--- src/rtl/yuv_to_rgb_sram_converter.sv ---
// yuv_to_rgb_sram_converter
// Reads a YUV 4:4:4 frame (two pixels per word per plane) from SRAM and writes
// it back as packed RGB888, three words per pixel pair.
// Optional feature: define CSC_CLIP_COUNT_EN to add the Clip_count output,
// which counts the number of clipped colour components.
module yuv_to_rgb_sram_converter #(
  parameter logic [17:0] Y_BASE      = 18'd0,
  parameter logic [17:0] U_BASE      = 18'd38400,
  parameter logic [17:0] V_BASE      = 18'd76800,
  parameter logic [17:0] RGB_BASE    = 18'd146944,
  parameter logic [16:0] NUM_PAIRS   = 17'd38400,
  parameter int          SRAM_RD_LAT = 2
) (
  input  logic        Clock,
  input  logic        Reset,
  input  logic        Start,
  output logic        Busy,
  output logic        Done,
  output logic [17:0] SRAM_address,
  output logic [15:0] SRAM_write_data,
  output logic        SRAM_we_n,
  input  logic [15:0] SRAM_read_data
`ifdef CSC_CLIP_COUNT_EN
  ,
  output logic [17:0] Clip_count
`endif
);

  localparam int DATA_W = 8;

  // Conversion coefficients, scaled by 2^16
  localparam logic signed [31:0] C_Y  = 32'sd76284;
  localparam logic signed [31:0] C_RV = 32'sd104595;
  localparam logic signed [31:0] C_GU = 32'sd25624;
  localparam logic signed [31:0] C_GV = 32'sd53281;
  localparam logic signed [31:0] C_BU = 32'sd132251;

  localparam logic [16:0] LAST_PAIR = NUM_PAIRS - 17'd1;
  localparam logic [7:0]  WAIT_LAST = 8'(SRAM_RD_LAT - 2);

  typedef enum logic [3:0] {
    S_IDLE, S_RD_Y, S_RD_U, S_RD_V, S_WAIT, S_CAP,
    S_CALC0, S_CALC1, S_WR0, S_WR1, S_WR2, S_DONE
  } state_t;

  typedef enum logic [1:0] {TAG_NONE, TAG_Y, TAG_U, TAG_V} rd_tag_t;

  state_t      state, state_n;
  logic [16:0] pair_cnt, pair_cnt_n;
  logic [17:0] rgb_ptr, rgb_ptr_n;
  logic [7:0]  wait_cnt, wait_cnt_n;
  logic        start_acc;

  rd_tag_t     rd_tag_now;
  rd_tag_t     rd_tag_p [SRAM_RD_LAT];

  logic [2*DATA_W-1:0] y_word, u_word, v_word;

  logic signed [31:0] yk_p1 [2];
  logic signed [31:0] rv_p1 [2];
  logic signed [31:0] gu_p1 [2];
  logic signed [31:0] gv_p1 [2];
  logic signed [31:0] bu_p1 [2];

  logic signed [31:0] r_acc [2];
  logic signed [31:0] g_acc [2];
  logic signed [31:0] b_acc [2];

  logic [DATA_W-1:0] r_c [2];
  logic [DATA_W-1:0] g_c [2];
  logic [DATA_W-1:0] b_c [2];
  logic [DATA_W-1:0] r_p2 [2];
  logic [DATA_W-1:0] g_p2 [2];
  logic [DATA_W-1:0] b_p2 [2];

  // Unsigned 8-bit sample minus a bias, as a signed 32-bit value
  function automatic logic signed [31:0] offs(input logic [DATA_W-1:0] x,
                                              input logic signed [31:0] bias);
    return $signed({{(32-DATA_W){1'b0}}, x}) - bias;
  endfunction

  // Floor-shift by 16 and clip to 0..255
  function automatic logic [DATA_W-1:0] clip_pix(input logic signed [31:0] acc);
    logic signed [31:0] s;
    s = acc >>> 16;
    if (s < 32'sd0)        return '0;
    else if (s > 32'sd255) return '1;
    else                   return s[DATA_W-1:0];
  endfunction

  // True when clip_pix would have saturated this accumulator
  function automatic logic is_clipped(input logic signed [31:0] acc);
    logic signed [31:0] s;
    s = acc >>> 16;
    return (s < 32'sd0) || (s > 32'sd255);
  endfunction

  assign start_acc = (state == S_IDLE) && Start;

  // State register and frame-level counters
  always_ff @(posedge Clock) begin
    if (Reset) begin
      state    <= S_IDLE;
      pair_cnt <= '0;
      rgb_ptr  <= RGB_BASE;
      wait_cnt <= '0;
    end else begin
      state    <= state_n;
      pair_cnt <= pair_cnt_n;
      rgb_ptr  <= rgb_ptr_n;
      wait_cnt <= wait_cnt_n;
    end
  end

  // Next-state logic and counter updates
  always_comb begin
    state_n    = state;
    pair_cnt_n = pair_cnt;
    rgb_ptr_n  = rgb_ptr;
    wait_cnt_n = wait_cnt;
    case (state)
      S_IDLE: begin
        if (Start) begin
          state_n    = S_RD_Y;
          pair_cnt_n = '0;
          rgb_ptr_n  = RGB_BASE;
        end
      end
      S_RD_Y: state_n = S_RD_U;
      S_RD_U: state_n = S_RD_V;
      S_RD_V: begin
        wait_cnt_n = '0;
        state_n    = (SRAM_RD_LAT > 1) ? S_WAIT : S_CAP;
      end
      S_WAIT: begin
        if (wait_cnt == WAIT_LAST) state_n = S_CAP;
        else                       wait_cnt_n = wait_cnt + 8'd1;
      end
      S_CAP:   state_n = S_CALC0;
      S_CALC0: state_n = S_CALC1;
      S_CALC1: state_n = S_WR0;
      S_WR0:   state_n = S_WR1;
      S_WR1:   state_n = S_WR2;
      S_WR2: begin
        if (pair_cnt == LAST_PAIR) begin
          state_n = S_DONE;
        end else begin
          state_n    = S_RD_Y;
          pair_cnt_n = pair_cnt + 17'd1;
          rgb_ptr_n  = rgb_ptr + 18'd3;
        end
      end
      S_DONE:  state_n = S_IDLE;
      default: state_n = S_IDLE;
    endcase
  end

  // Tag the plane being read this cycle so the returning word can be routed
  always_comb begin
    rd_tag_now = TAG_NONE;
    case (state)
      S_RD_Y:  rd_tag_now = TAG_Y;
      S_RD_U:  rd_tag_now = TAG_U;
      S_RD_V:  rd_tag_now = TAG_V;
      default: rd_tag_now = TAG_NONE;
    endcase
  end

  // Delay the read tags by the SRAM read latency
  always_ff @(posedge Clock) begin
    if (Reset) begin
      for (int i = 0; i < SRAM_RD_LAT; i++) rd_tag_p[i] <= TAG_NONE;
    end else begin
      rd_tag_p[0] <= rd_tag_now;
      for (int i = 1; i < SRAM_RD_LAT; i++) rd_tag_p[i] <= rd_tag_p[i-1];
    end
  end

  // Capture returning Y/U/V words when their tag emerges from the delay line
  always_ff @(posedge Clock) begin
    if (rd_tag_p[SRAM_RD_LAT-1] == TAG_Y) y_word <= SRAM_read_data;
    if (rd_tag_p[SRAM_RD_LAT-1] == TAG_U) u_word <= SRAM_read_data;
    if (rd_tag_p[SRAM_RD_LAT-1] == TAG_V) v_word <= SRAM_read_data;
  end

  // ---- stage p1: coefficient products (index 0 = high byte = pixel 0) ----
  // Register all products for both pixels in S_CALC0
  always_ff @(posedge Clock) begin
    if (state == S_CALC0) begin
      yk_p1[0] <= C_Y  * offs(y_word[2*DATA_W-1:DATA_W], 32'sd16);
      yk_p1[1] <= C_Y  * offs(y_word[DATA_W-1:0],        32'sd16);
      rv_p1[0] <= C_RV * offs(v_word[2*DATA_W-1:DATA_W], 32'sd128);
      rv_p1[1] <= C_RV * offs(v_word[DATA_W-1:0],        32'sd128);
      gu_p1[0] <= C_GU * offs(u_word[2*DATA_W-1:DATA_W], 32'sd128);
      gu_p1[1] <= C_GU * offs(u_word[DATA_W-1:0],        32'sd128);
      gv_p1[0] <= C_GV * offs(v_word[2*DATA_W-1:DATA_W], 32'sd128);
      gv_p1[1] <= C_GV * offs(v_word[DATA_W-1:0],        32'sd128);
      bu_p1[0] <= C_BU * offs(u_word[2*DATA_W-1:DATA_W], 32'sd128);
      bu_p1[1] <= C_BU * offs(u_word[DATA_W-1:0],        32'sd128);
    end
  end

  // ---- stage p2: sum, shift and clip ----
  // Sum the products and clip each component
  always_comb begin
    for (int i = 0; i < 2; i++) begin
      r_acc[i] = yk_p1[i] + rv_p1[i];
      g_acc[i] = yk_p1[i] - gu_p1[i] - gv_p1[i];
      b_acc[i] = yk_p1[i] + bu_p1[i];
      r_c[i]   = clip_pix(r_acc[i]);
      g_c[i]   = clip_pix(g_acc[i]);
      b_c[i]   = clip_pix(b_acc[i]);
    end
  end

  // Hold the clipped components for the second and third writes
  always_ff @(posedge Clock) begin
    if (state == S_CALC1) begin
      for (int i = 0; i < 2; i++) begin
        r_p2[i] <= r_c[i];
        g_p2[i] <= g_c[i];
        b_p2[i] <= b_c[i];
      end
    end
  end

  // Registered SRAM interface and status outputs, loaded for the upcoming state
  always_ff @(posedge Clock) begin
    if (Reset) begin
      Busy            <= 1'b0;
      Done            <= 1'b0;
      SRAM_we_n       <= 1'b1;
      SRAM_address    <= '0;
      SRAM_write_data <= '0;
    end else begin
      Done      <= (state_n == S_DONE);
      SRAM_we_n <= 1'b1;
      if (start_acc)            Busy <= 1'b1;
      else if (state == S_DONE) Busy <= 1'b0;
      case (state_n)
        S_RD_Y: SRAM_address <= Y_BASE + {1'b0, pair_cnt_n};
        S_RD_U: SRAM_address <= U_BASE + {1'b0, pair_cnt_n};
        S_RD_V: SRAM_address <= V_BASE + {1'b0, pair_cnt_n};
        S_WR0: begin
          SRAM_address    <= rgb_ptr;
          SRAM_write_data <= {r_c[0], g_c[0]};
          SRAM_we_n       <= 1'b0;
        end
        S_WR1: begin
          SRAM_address    <= rgb_ptr + 18'd1;
          SRAM_write_data <= {b_p2[0], r_p2[1]};
          SRAM_we_n       <= 1'b0;
        end
        S_WR2: begin
          SRAM_address    <= rgb_ptr + 18'd2;
          SRAM_write_data <= {g_p2[1], b_p2[1]};
          SRAM_we_n       <= 1'b0;
        end
        default: ;
      endcase
    end
  end

`ifdef CSC_CLIP_COUNT_EN
  logic [2:0]  clip_num;
  logic [18:0] clip_sum;

  // Count clipped components of the current pair and form the saturating sum
  always_comb begin
    clip_num = '0;
    for (int i = 0; i < 2; i++) begin
      clip_num = clip_num + {2'b00, is_clipped(r_acc[i])}
                          + {2'b00, is_clipped(g_acc[i])}
                          + {2'b00, is_clipped(b_acc[i])};
    end
    clip_sum = {1'b0, Clip_count} + {16'd0, clip_num};
  end

  // Frame-wide clip counter, saturating at all ones
  always_ff @(posedge Clock) begin
    if (Reset)                Clip_count <= '0;
    else if (start_acc)       Clip_count <= '0;
    else if (state == S_CALC1) Clip_count <= clip_sum[18] ? '1 : clip_sum[17:0];
  end
`endif

endmodule

--- config.mk ---
export PLATFORM = sky130hd
export DESIGN_NAME = yuv_to_rgb_sram_converter
export DESIGN_NICKNAME = d
export VERILOG_FILES = /design/src/rtl/yuv_to_rgb_sram_converter.sv
export SDC_FILE = /design/constraint.sdc
export NUM_CORES = 2
export LEC_CHECK = 0
export ABC_AREA = 1
export BUFFER_PORTS_ARGS = -buffer_cell sky130_fd_sc_hd__buf_2
export CORE_MARGIN = 1
export CORE_UTILIZATION = 42
export CTS_BUF_LIST = sky130_fd_sc_hd__clkbuf_8
export DETAILED_ROUTE_END_ITERATION = 10
export GPL_ROUTABILITY_DRIVEN = 0
export PLACE_DENSITY = 0.61
export SKIP_LAST_GASP = 1
export SLEW_MARGIN = 20
export SYNTH_ARGS = -nofsm -noshare
export SYNTH_HDL_FRONTEND = slang
export SYNTH_SLANG_ARGS = --single-unit
export TNS_END_PERCENT = 10
--- constraint.sdc ---
create_clock -name Clock -period 13.2 [get_ports Clock]
set_clock_uncertainty 0.1 [all_clocks]
set_input_delay 2.64 -clock Clock [delete_from_list [all_inputs] [get_ports Clock]]
set_output_delay 2.64 -clock Clock [all_outputs]
set_load 0.02 [all_outputs]
==> results.toml <==
[status]
status = "finished clean"

[routing]
wirelength_um = 116000
final_antenna_net_count = 0
vias_per_cell = 5.22
drc = 0
wl_per_cell_um = 17.2
first_iter_violations = 2362
vias = 35040
dr.pass1.iters = 5

[setup_path]
cp.arrival_ns = 6.05
required_ns = 13.55
end_kind = "register"
reg2reg_slack_ns = 7.49
r2r_cells = 19
crit_type = "reg -> reg"
critPathLaunchType = "register"
timing.rr.end = "bu_p1[0][25]$_DFFE_PP_"
r2r_start = "u_word[15]$_DFFE_PN_"
cp_max_fo = 14

[grt]
antenna_found_initial = 2
grt_start_max_net_pins = 87
grt_util_all_layers = 0.217
grt_pass1_vias = 34536
grt_pass1_wl_um = 184000
grt_overflow_total = 0

[finish]
area_growth_pct = 7.81
fin_util = 0.457
final_cells = 6714
fillers = 10270
nets = 6403
drive_gt1_frac = 0.0472

[synth]
synthArstFlopShare = 0
syn-num-nets = 6282
ys_top_cells_by_count = "ha_1, inv_1, nand2_1"
postSynthAreaPerCell_um2 = 8.67
yosysSeqAreaShare = 0.259
synth_cells = 5143
synth.most_common_cell = "ha_1"
synth.distinct_cells = 67
synth_top_area_share = 0.250
synth_area_mm2 = 0.0446
yosysTopAreaCell = "ha_1"
synth-edff-count = 326
ys.flop_type = "edfxtp_1"
ys_warn_count = 0
synth_area_leaders = "ha_1, edfxtp_1, fa_1, inv_1, nand2_1"
ys_ff_latch = 414

[place]
dp_cells = 6576
place_ws_ns = 7.51
port-buffer-count = 55
dp_hpwl_um = 96300

[min_path]
holdPathEnd = "rd_tag_p[0][3]$_SDFF_PP0_"
min_from = "rd_tag_p[0][1]$_SDFF_PP0_"
hold_depth = 2
hold_path.class = "reg -> reg"

[sta]
slew_violations = 0
min_period_ns = 5.71
worst_slew_pin_slew_ns = 1.05
clock.fmax_mhz = 175
finalSetupViolCount = 0
slew_headroom = 0.299
setup_ws_ns = 7.49
finalHoldViolCount = 0
rsz0062_at_grt = "no"
fin_crit_sh = 0.432
tns_ns = 0

[cts]
cts_sinks = 414
cts_buffers = 76
ctsResizeCount = 0
holdBufCountCts = 0
root_buffer = "clkbuf_8"
ctsHtreeMaxLevel = 3
cts_max_path_buffers = 3
clk_pin_slew_ns = 0.06
post_cts_buffers = 0
cts_tree = "yes"
clk_latency_ns = 0.72

[floorplan]
ios = 56
dieArea_mm2 = 0.107
design.core.area_mm2 = 0.105
die_w_um = 328
die_h_um = 328
start_util = 0.424
row_count = 119

[power]
power.density_mw_per_mm2 = 82.2
ir_drop_uv = 64.8
leakagePower_nw = 23.8

[job]
cap_violations = 0
-- power by group --
part	total, mW	internal, mW	switching [mW]
Clock	1.22	0.615	0.607
Sequential	1.51	1.49	0.0225
Combinational	1.22	0.459	0.762
-- stage by stage --
step | hold WS (ns) | cell area (um^2) | power (mW)
after floorplan | 0.288 | 44600 | 2.44
after global placement | 0.302 | 46600 | 2.74
after detailed placement | 0.302 | 46600 | 2.75
after CTS | 0.316 | 48000 | 4.00
after global routing | 0.338 | 48100 | 4.22
final | 0.309 | 48100 | 3.95
-- placed cells by master, fill, tap and decap left out, drive strengths merged, types with 3 or more instances in the layout --
cell      instances
a22oi             3
a21boi           10
buf              66
xnor2            81
clkinv           27
nor2            348
a21oi           430
o2111ai           7
dfxtp            88
o22ai             4
nor4             17
nand2           836
ha              891
o21a             23
and3              4
clkinvlp          4
nand4            61
o221ai            6
nor3             50
o211ai           15
clkbuf           80
o21ai           269
inv             927
nand3           198
a221oi           19
xor2            168
a211oi           15
edfxtp          326
o31ai            10
nand3b           13
fa              229
a21o             23
o21bai           11
or2              11
a31oi            33
-- per-layer routing --
metal / up-vias / GRT usage / part of all wire
met5: - / 0 / 0
met4: 0 / 0.0447 / 0.019
met3: 116 / 0.0262 / 0.047
met2: 766 / 0.359 / 0.46
met1: 16536 / 0.302 / 0.48
li1: 17622 / - / -
-- worst max-delay path by stage --
stage	startpoint	endpoint	cells past startpoint
after floorplan	state[1]$_SDFF_PP0_	bu_p1[0][0]$_DFFE_PP_	2
after global placement	y_word[4]$_DFFE_PN_	yk_p1[0][53]$_DFFE_PP_	25
after detailed placement	y_word[4]$_DFFE_PN_	yk_p1[0][53]$_DFFE_PP_	25
after CTS	y_word[4]$_DFFE_PN_	yk_p1[0][53]$_DFFE_PP_	25
after global routing	v_word[15]$_DFFE_PN_	rv_p1[0][21]$_DFFE_PP_	16
final	u_word[15]$_DFFE_PN_	bu_p1[0][25]$_DFFE_PP_	19
-- cells by family (layout without fill, tap and decap cells) --
| logic type | Yosys count | count (layout) | share of synthesized area |
|---|---|---|---|
| and+or+nand+nor | 1540 | 1540 | 0.147 |
| buffers and inverters | 928 | 1106 | 0.0791 |
| xor gates and xnor gates | 249 | 249 | 0.0489 |
| other | 0 | 2 | 0 |
| adders and majority gates | 1120 | 1120 | 0.353 |
| AOI/OAI and AO/OA | 892 | 892 | 0.113 |
| DFF | 414 | 414 | 0.259 |
-- state kept, by name, summed over array words and instances, names as in the netlist, 4 cells and up --
register         cells
SRAM_address        18
v_word              16
SRAM_write_data     16
y_word              16
gu_p1               38
b_p2                16
yk_p1               50
rgb_ptr             18
wait_cnt             8
r_p2                 8
rd_tag_p             4
bu_p1               56
state                4
gv_p1               52
pair_cnt            17
g_p2                 8
rv_p1               50
u_word              16
-- layout make-up --
type / instances / area, um^2 / share of cell area
diodes: 2 / 5.00 / 0.000104
flip-flops and latches: 414 / 11600 / 0.240
multi-input cells: 3801 / 29500 / 0.614
repair buffers: 66 / 370 / 0.00770
inverters: 905 / 3400 / 0.0708
clock inverters: 55 / 367 / 0.00763
well taps: 1391 / 1740 / 0.0362
clock buffers: 80 / 1100 / 0.0229
-- worst max-delay path, stage by stage (launching register included) --
cell      delay (ns)
edfxtp_1        0.54
inv_1           0.54
ha_1            0.35
inv_1           0.18
ha_1            0.18
inv_1           0.05
fa_1            0.48
fa_1            0.52
fa_1            0.54
inv_1           0.04
ha_1            0.35
a21oi_1         0.15
nand2_1         0.09
a21oi_1         0.37
o21ai_0         0.24
inv_1           0.08
o21ai_0         0.12
a21oi_1         0.23
o21ai_0         0.13
xor2_1          0.15
Note: power is estimated with default switching activity, not from simulation.
